<file path="src/rtl/collector_rr_sweep.sv">
// collector_rr_sweep: round-robin reduction engine. Takes a snapshot of one
// value per channel at sweep start and folds the included channels into a
// single sum through an external fixed-latency adder, one channel at a time.
//
// Ports:
//   clk, reset              clock, synchronous active-high reset
//   accum_value             per-channel input values (snapshotted at start)
//   chan_mask               1 = channel included in the sum
//   num_active              channels 0..num_active-1 considered (clamped)
//   start                   one-cycle sweep request (ignored while busy)
//   continuous              1 = restart automatically after every sweep
//   add_dataa / add_datab   adder operands (channel value / partial sum)
//   add_result/add_overflow adder outputs, valid ADD_LATENCY cycles after load
//   result                  last completed sum, held until the next sweep ends
//   result_valid            one-cycle completion pulse
//   result_overflow         OR of add_overflow over the completed sweep
//   busy                    high from sweep start through the DONE cycle
//   sweep_count             completed sweeps, wraps
module collector_rr_sweep #(
    parameter int unsigned NUM_PROCS   = 4,
    parameter int unsigned DATA_W      = 32,
    parameter int unsigned ADD_LATENCY = 7,
    parameter int unsigned CNT_W       = 16
) (
    input  logic                              clk,
    input  logic                              reset,
    input  logic [NUM_PROCS-1:0][DATA_W-1:0]  accum_value,
    input  logic [NUM_PROCS-1:0]              chan_mask,
    input  logic [4:0]                        num_active,
    input  logic                              start,
    input  logic                              continuous,
    output logic [DATA_W-1:0]                 add_dataa,
    output logic [DATA_W-1:0]                 add_datab,
    input  logic [DATA_W-1:0]                 add_result,
    input  logic                              add_overflow,
    output logic [DATA_W-1:0]                 result,
    output logic                              result_valid,
    output logic                              result_overflow,
    output logic                              busy,
    output logic [CNT_W-1:0]                  sweep_count
);

    localparam int unsigned IDX_W  = 5;
    localparam int unsigned SEL_W  = (NUM_PROCS > 1) ? $clog2(NUM_PROCS) : 1;
    localparam int unsigned WAIT_W = (ADD_LATENCY > 1) ? $clog2(ADD_LATENCY) : 1;
    localparam logic [WAIT_W-1:0] WAIT_LAST = WAIT_W'(ADD_LATENCY - 1);
    localparam logic [IDX_W-1:0]  N_MAX     = IDX_W'(NUM_PROCS);

    typedef enum logic [1:0] {
        S_IDLE,
        S_ISSUE,
        S_WAIT,
        S_DONE
    } state_e;

    state_e                             state_q, state_d;
    logic [NUM_PROCS-1:0][DATA_W-1:0]   snap_q, snap_d;
    logic [NUM_PROCS-1:0]               mask_q, mask_d;
    logic [IDX_W-1:0]                   n_q, n_d;
    logic [IDX_W-1:0]                   idx_q, idx_d;
    logic [DATA_W-1:0]                  partial_q, partial_d;
    logic                               sticky_q, sticky_d;
    logic [WAIT_W-1:0]                  wait_q, wait_d;
    logic [DATA_W-1:0]                  dataa_q, dataa_d;
    logic [DATA_W-1:0]                  datab_q, datab_d;
    logic [DATA_W-1:0]                  result_q, result_d;
    logic                               valid_q, valid_d;
    logic                               ovf_q, ovf_d;
    logic                               busy_q, busy_d;
    logic [CNT_W-1:0]                   cnt_q, cnt_d;

    // Channel selector; only used while idx_q < n_q <= NUM_PROCS.
    logic [SEL_W-1:0] sel;
    assign sel = idx_q[SEL_W-1:0];

    // State and datapath registers.
    always_ff @(posedge clk) begin
        if (reset) begin
            state_q   <= S_IDLE;
            snap_q    <= '0;
            mask_q    <= '0;
            n_q       <= '0;
            idx_q     <= '0;
            partial_q <= '0;
            sticky_q  <= 1'b0;
            wait_q    <= '0;
            dataa_q   <= '0;
            datab_q   <= '0;
            result_q  <= '0;
            valid_q   <= 1'b0;
            ovf_q     <= 1'b0;
            busy_q    <= 1'b0;
            cnt_q     <= '0;
        end else begin
            state_q   <= state_d;
            snap_q    <= snap_d;
            mask_q    <= mask_d;
            n_q       <= n_d;
            idx_q     <= idx_d;
            partial_q <= partial_d;
            sticky_q  <= sticky_d;
            wait_q    <= wait_d;
            dataa_q   <= dataa_d;
            datab_q   <= datab_d;
            result_q  <= result_d;
            valid_q   <= valid_d;
            ovf_q     <= ovf_d;
            busy_q    <= busy_d;
            cnt_q     <= cnt_d;
        end
    end

    // Next-state and output logic.
    always_comb begin
        state_d   = state_q;
        snap_d    = snap_q;
        mask_d    = mask_q;
        n_d       = n_q;
        idx_d     = idx_q;
        partial_d = partial_q;
        sticky_d  = sticky_q;
        wait_d    = wait_q;
        dataa_d   = dataa_q;
        datab_d   = datab_q;
        result_d  = result_q;
        valid_d   = 1'b0;
        ovf_d     = ovf_q;
        busy_d    = busy_q;
        cnt_d     = cnt_q;

        unique case (state_q)
            S_IDLE: begin
                if (start || continuous) begin
                    snap_d    = accum_value;
                    mask_d    = chan_mask;
                    n_d       = (num_active > N_MAX) ? N_MAX : num_active;
                    partial_d = '0;
                    sticky_d  = 1'b0;
                    idx_d     = '0;
                    busy_d    = 1'b1;
                    state_d   = S_ISSUE;
                end
            end
            S_ISSUE: begin
                if (idx_q >= n_q) begin
                    // Completion is registered on entry so the pulse coincides with DONE.
                    result_d = partial_q;
                    ovf_d    = sticky_q;
                    valid_d  = 1'b1;
                    cnt_d    = cnt_q + CNT_W'(1);
                    state_d  = S_DONE;
                end else if (!mask_q[sel]) begin
                    idx_d = idx_q + IDX_W'(1);
                end else begin
                    dataa_d = snap_q[sel];
                    datab_d = partial_q;
                    wait_d  = '0;
                    state_d = S_WAIT;
                end
            end
            S_WAIT: begin
                // wait_q counts edges since operand load; capture on the ADD_LATENCY-th.
                if (wait_q == WAIT_LAST) begin
                    partial_d = add_result;
                    sticky_d  = sticky_q | add_overflow;
                    idx_d     = idx_q + IDX_W'(1);
                    state_d   = S_ISSUE;
                end else begin
                    wait_d = wait_q + WAIT_W'(1);
                end
            end
            S_DONE: begin
                busy_d  = 1'b0;
                state_d = S_IDLE;
            end
            default: state_d = S_IDLE;
        endcase
    end

    assign add_dataa       = dataa_q;
    assign add_datab       = datab_q;
    assign result          = result_q;
    assign result_valid    = valid_q;
    assign result_overflow = ovf_q;
    assign busy            = busy_q;
    assign sweep_count     = cnt_q;

endmodule

</file>
<file path="config.mk">
export PLATFORM = sky130hd
export DESIGN_NAME = collector_rr_sweep
export DESIGN_NICKNAME = d
export VERILOG_FILES = /design/src/rtl/collector_rr_sweep.sv
export SDC_FILE = /design/constraint.sdc
export NUM_CORES = 1
export LEC_CHECK = 0
export ABC_AREA = 0
export BUFFER_PORTS_ARGS = -buffer_cell sky130_fd_sc_hd__clkbuf_2
export CAP_MARGIN = 10
export CORE_MARGIN = 5
export CORE_UTILIZATION = 55
export DETAILED_ROUTE_END_ITERATION = 16
export GPL_TIMING_DRIVEN = 0
export PLACE_DENSITY = 0.84
export SETUP_SLACK_MARGIN = 0.02
export SYNTH_ARGS = -nofsm -noshare
export SYNTH_HDL_FRONTEND = slang
export SYNTH_SLANG_ARGS = --single-unit
export TNS_END_PERCENT = 50
</file>
<file path="constraint.sdc">
create_clock -name clk -period 7.5 [get_ports clk]
set_input_delay 0.75 -clock clk [delete_from_list [all_inputs] [get_ports clk]]
set_output_delay 0.75 -clock clk [all_outputs]
set_load 0.005 [all_outputs]
</file>
==> impl_metrics.py, run 1 <==
metrics = {
    "cts": {
        "postCtsSetupBuffers": 0,
        "clock_path_buffers": 3,
        "cts_tree": "yes",
        "clk_pin_slew_ps": 70,
        "cts_resized": 0,
        "clock_latency_ps": 550,
        "cts_sinks": 295,
        "ctsHoldBuffers": 0,
        "cts_made_buffers": 29,
        "root_buffer": "clkbuf_16",
        "htreeDepth": 1,
    },
    "timing": {
        "hold_ws_ps": 417,
        "fin_crit_sh_pct": 50.5,
        "finalCriticalPeriod_ps": 3790,
        "max_slew_margin_pct": 43.3,
        "maxSlewViolCount": 0,
        "clock_skew_ps": 9.39,
        "max_freq_ghz": 0.264,
        "finalSetupTns_ps": 0,
        "finalHoldViolCount": 0,
        "rsz0062_at_grt": "false",
        "setup_viol": 0,
        "tightest_slew_ps": 851,
        "worst_slack_ps": 3710,
    },
    "placement": {
        "port_buffers": 288,
        "placed_cell_area_mm2": 0.0132,
        "hpwlAfterDp_um": 26000,
        "dp_slack_ps": 3810,
        "finalWeightedCongestion": 0.893,
    },
    "synthesis": {
        "ys_seq_elements": 295,
        "ys_top_cells_by_count": "nand2_1 (474), dfxtp_1 (295), a21oi_1 (242), clkbuf_1 (72), nor2_1 (53)",
        "syn_nets": 1539,
        "synth_area_leaders": "dfxtp_1 (52%), nand2_1 (16%), a21oi_1 (11%)",
        "synth-compound-area-share_pct": 15.1,
        "synth_top_family_by_area": "simple AND/OR/NAND/NOR gates",
        "synth_fa_ha_area_share_pct": 1.43,
        "synth_edf_count": 0,
        "synth_area_mm2": 0.0114,
        "synthFlopType": "dfxtp_1",
        "postSynthAreaPerCell_um2": 8.42,
        "synth_xor_xnor_area_share_pct": 0.616,
        "ys_seq_area_share_pct": 51.9,
        "yosysUniqueCellTypes": 48,
        "synth.most_common_cell": "nand2_1",
        "synth_top_cell_area_share_pct": 51.9,
        "synth_largest_area_cell": "dfxtp_1",
        "syn_inst": 1352,
        "synthMuxAreaShare_pct": 6.92,
        "yosys_warnings": 0,
        "synth-async-reset-ratio_pct": 0,
        "yosys.area_share.simple_pct": 20.0,
    },
    "power": {
        "swShare_pct": 34.1,
        "p_clk_share_pct": 32.5,
        "p_per_area_mw_per_mm2": 337,
        "internal_power_w": 0.00316,
        "combPwrFrac_pct": 27.3,
        "share_seq_of_total_power_pct": 40.2,
        "p_switching_w": 0.00163,
        "p_leak_nw": 5.73,
        "peakVddDrop_mv": 0.208,
    },
    "grt": {
        "antenna_found_initial": 0,
        "busiest_layer": "met2",
        "grt_first_pass_wirelength_um": 56200,
        "grt_max_degree": 15,
        "track_usage_pct": 29.1,
        "grt_pass1_vias": 10900,
        "grt_overflow": 0,
        "grt_use_met2_pct": 50.8,
        "globalRouteMet1Util_pct": 36.3,
        "use_met3_pct": 5.28,
    },
    "detailed_routing": {
        "dr.pass1.iters": 5,
        "first_iter_violations": 862,
        "drc": 0,
        "via_count": 10900,
        "ant_nets": 0,
        "finalWirelength_um": 35400,
        "avgViaCountPerCell": 5.55,
        "routedWlPerCell_um": 18.0,
    },
    "critical_path": {
        "critical_path_peak_fanout": 10,
        "critPathLaunchType": "register",
        "endpoint_kind": "register",
        "cp.arrival_ps": 4250,
        "path_class": "register to register",
        "required_ps": 7970,
    },
    "worst_hold_path": {
        "hold_class": "input port to register",
    },
    "floorplan": {
        "die_area_mm2": 0.0237,
        "fp.dieH_um": 154,
        "std_cell_rows": 52,
        "dieWidth_um": 154,
        "fp.coreArea_mm2": 0.0203,
        "start_util_pct": 56.1,
        "ios": 289,
    },
    "final_layout": {
        "final_area_mm2": 0.0142,
        "num-nets-final": 1858,
        "drive_above_1_share_pct": 23.7,
        "n_antenna_cell": 0,
        "areaGrowthSynthToFinish_pct": 24.8,
        "fin_util_pct": 69.9,
    },
    "run_status": {
        "status": "finished, final reports clean",
    },
    "job": {
        "maxCapViolCount": 0,
    },
}
## final cells by class
class                           count  area [µm²]
Buffer                            101         405
Clock buffer                       41         861
Clock inverter                     13         178
Fill cell                        1595        6100
Inverter                           16        60.1
Multi-Input combinational cell    940        5010
Sequential cell                   295        5910
Tap cell                          270         338
Timing Repair Buffer              288        1440
## layer usage
layer  share of wire [%]  vias up
met5                   0        -
met4                 3.2        0
met3                 9.7       82
met2                  49      564
met1                  38     5078
li1                    -     5167
## critical path: stages (launching register included)
cell and delay [ps]:
dfxtp_1 380, buf_6 190, buf_1 660, inv_1 170, ha_1 320, nand2b_1 160, a31oi_2 360, o211ai_1 230
nor2_2 540, buf_2 420, nand2_1 120, a21oi_1 170
## cell usage in the layout, fill, tap and decap left out, types with 2 or more instances in the layout
cell type / synthesis / routed
nand2_1: 474 / 474
dfxtp_1: 295 / 295
clkbuf_2: 0 / 288
a21oi_1: 242 / 242
clkbuf_1: 72 / 75
nor2_1: 53 / 53
a22oi_1: 35 / 35
mux4_2: 33 / 33
clkbuf_16: 0 / 29
inv_1: 15 / 15
buf_2: 15 / 15
buf_1: 13 / 13
ha_1: 13 / 13
nand3_1: 10 / 10
nand4_1: 9 / 9
clkbuf_8: 0 / 9
o21ai_0: 7 / 7
nor2b_1: 6 / 6
nor3_1: 6 / 6
clkinv_2: 0 / 5
nand2b_1: 4 / 4
or3_1: 4 / 4
xnor2_1: 4 / 4
xor2_1: 4 / 4
bufinv_16: 0 / 4
and3_1: 3 / 3
mux2_2: 3 / 3
nor4_1: 2 / 2
a211oi_1: 2 / 2
o31ai_1: 2 / 2
a211o_1: 2 / 2
o41ai_2: 2 / 2
and2_1: 2 / 2
inv_6: 0 / 2
clkinvlp_4: 0 / 2
## power by group through the flow
stage | logic (W) | registers, W | clock network, W
floorplan | 0.000891 | 0.00191 | 0
global placement | 0.00124 | 0.00194 | 0
detailed placement | 0.00128 | 0.00195 | 0
CTS | 0.00129 | 0.00192 | 0.00156
global route | 0.00144 | 0.00194 | 0.00164
finish | 0.00131 | 0.00192 | 0.00156
## logic make-up (layout without fill, tap and decap cells)
logic type,Yosys count,after routing
compound gates,305,305
xor+xnor,8,8
fa+ha+maj,13,13
buf+inv,117,459
flops,295,295
mux,37,37
simple gates,577,577
## state kept, by name, indices dropped and copies added (netlist names)
| name | cells |
|---|---|
| snap_q | 128 |
| state_q | 2 |
| idx_q | 5 |
| add_datab | 32 |
| busy | 1 |
| sweep_count | 16 |
| wait_q | 3 |
| n_q | 5 |
| mask_q | 4 |
| result | 32 |
| sticky_q | 1 |
| partial_q | 32 |
| result_valid | 1 |
| result_overflow | 1 |
| add_dataa | 32 |
## path summary, 6_finish.rpt
check / from / endpoint / slack (ps) / cells after the start
min reg2reg: result_overflow / result_overflow / 450 / 2
min: accum_value[122] / snap_q[122] / 420 / 3
max: idx_q[0] / add_dataa[30] / 3710 / 11
max reg2reg: idx_q[0] / add_dataa[30] / 3710 / 11
## per-stage QoR
step                std cells  total power (W)
floorplan                1352          0.00280
global placement         1910          0.00318
global route             1964          0.00502
CTS                      1964          0.00477
finish                   1964          0.00479
detailed placement       1910          0.00323
No activity file was read; power rests on OpenSTA's default activity.
==> run 2: changes to the inputs <==
CORE_UTILIZATION = 48   (was 55)
PLACE_DENSITY = 0.78   (was 0.84)
clock period = 3.1 ns   (was 7.5 ns; I/O delays follow)
==> run 2 against run 1 <==
Against the previous run: flip-flop and latch count unchanged; setup slack lost 3500 ps; die area is 14% higher; clock skew is 5.5 ps higher; total power up 150%; final cell count up 7.0%; first-iteration DRC count up 13%; fmax increased by 33%; critical endpoint is now result[15].
==> impl_metrics.py, run 2 (same netlist as run 1, synthesis figures left out) <==
metrics = {
    "cts": {
        "cts_sinks": 295,
        "cts_made_buffers": 30,
        "postCtsSetupBuffers": 0,
        "root_buffer": "clkbuf_16",
        "clock_latency_ps": 550,
        "clk_pin_slew_ps": 60,
        "cts_tree": "yes",
        "clock_path_buffers": 3,
        "htreeDepth": 1,
    },
    "critical_path": {
        "required_ps": 3570,
        "path_class": "register to register",
        "cp.arrival_ps": 3310,
        "cp_slowest_cell": "clkbuf_1",
        "crit_top_cell": "nand2_1",
        "critical_path_peak_fanout": 18,
        "critical-path-top-delay-family": "buffers and inverters",
        "crit_buf_inv": 3,
        "slowest_delay_ps": 440,
        "cp_cell_sequence": "buf_6, inv_1, ha_1, nand2b_1, a31oi_2, o21ai_2, nand2_1, clkbuf_1, nand2_1, a21oi_1",
        "critPathLaunchType": "register",
        "endpoint_kind": "register",
    },
    "placement": {
        "dp_slack_ps": -519,
        "hpwlAfterDp_um": 27000,
        "port_buffers": 288,
        "finalWeightedCongestion": 0.887,
        "placedCellCount": 1959,
    },
    "final_layout": {
        "areaGrowthSynthToFinish_pct": 33.4,
        "top_register": "snap_q",
        "final_common_cell": "nand2_1",
        "final_cell_mix": "nand2_1 (474), dfxtp_1 (295), clkbuf_2 (288)",
        "n_antenna_cell": 0,
        "num-nets-final": 1948,
        "largest_reg_flops": 128,
        "drive_above_1_share_pct": 22.3,
        "fin_cells": 2101,
    },
    "grt": {
        "antenna_found_initial": 2,
        "track_usage_pct": 27.3,
        "grt_max_degree": 19,
        "grt_pass1_vias": 11300,
        "grt_first_pass_wirelength_um": 58400,
        "grt_overflow": 0,
    },
    "detailed_routing": {
        "dr.pass1.iters": 7,
        "avgViaCountPerCell": 5.37,
        "first_iter_violations": 974,
        "via_count": 11300,
        "finalWirelength_um": 37900,
        "ant_nets": 0,
        "routedWlPerCell_um": 18.1,
        "drc": 0,
    },
    "timing": {
        "setup_viol": 0,
        "max_slew_margin_pct": 40.9,
        "rsz0062_at_grt": "false",
        "finalHoldViolCount": 0,
        "clock_skew_ps": 14.9,
        "fin_crit_sh_pct": 91.6,
        "finalCriticalPeriod_ps": 2840,
        "max_freq_ghz": 0.352,
        "maxSlewViolCount": 0,
        "worst_slack_ps": 261,
        "tightest_slew_ps": 886,
    },
    "worst_hold_path": {
        "hold_class": "input port to register",
    },
    "power": {
        "p_per_area_mw_per_mm2": 775,
        "peakVddDrop_mv": 0.500,
        "p_leak_nw": 6.11,
        "fin_total_pwr_w": 0.0118,
    },
    "run_status": {
        "status": "finished, final reports clean",
    },
    "floorplan": {
        "die_area_mm2": 0.0269,
        "fp.dieH_um": 164,
        "std_cell_rows": 56,
        "fp.coreArea_mm2": 0.0234,
        "dieWidth_um": 164,
        "start_util_pct": 48.6,
        "ios": 289,
    },
    "job": {
        "maxCapViolCount": 0,
    },
}
[run 2: cell count changes in the layout (fill, tap and decap cells not counted), sizes merged]
cell / delta
buf: -1
bufinv: +1
clkbuf: +2
clkinv: -1
clkinvlp: -1
dlygate4sd3: +90
inv: -2
[run 2: through the flow]
step	hold WS, ps	util, %	instance area [µm²]	setup TNS (ps)
after floorplan	430	-	11400	0
after CTS	0.194	64.8	15200	0
after detailed placement	445	56.5	13200	-40710
final	13.2	64.9	15200	0
after global routing	4.04	64.9	15200	0
after global placement	439	56.5	13200	-35510
[run 2: layout make-up]
cell class              count  area (µm²)
inverters                  16        60.1
clock inverters            10         181
flip-flops and latches    295        5910
clock buffers              43         871
repair buffers            378        2340
plain buffers             100         402
multi-input cells         940        5020
well taps                 319         399
fillers                  1927        8220
[run 2: metal layers]
metal | global-route usage (%) | part of all wire (%) | up-vias
met5 | 0 | 0.076 | -
met4 | 10.4 | 3.8 | 4
met3 | 5.40 | 9.4 | 112
met2 | 48.2 | 49 | 592
met1 | 33.0 | 38 | 5242
li1 | - | - | 5342
[run 2: power by group]
group	switching, W	internal (W)	total (W)
clock network	0.00149	0.00236	0.00384
logic	0.00216	0.00111	0.00327
registers	0.000324	0.00433	0.00466
[run 2: tightest hold or removal path: stages]
cell	delay (ps)
clkbuf_2	90
nand2_1	50
a21oi_1	60
[run 2: path summary, 6_finish.rpt]
kind | from | end | slack [ps] | cells after the start
worst max-delay path | idx_q[0] | result[15] | 260 | 10
worst min-delay path | accum_value[101] | snap_q[101] | 10 | 3
worst max register to register | idx_q[0] | result[15] | 260 | 10
worst min register to register | mask_q[2] | mask_q[2] | 450 | 2
[run 2: repair_timing]
item	4_1_cts	5_1_grt
hold buffers	90	0
cloned	0	0
hold endpoints to repair	90	0
resized for setup	0	2
endpoints found under the setup margin	110	44
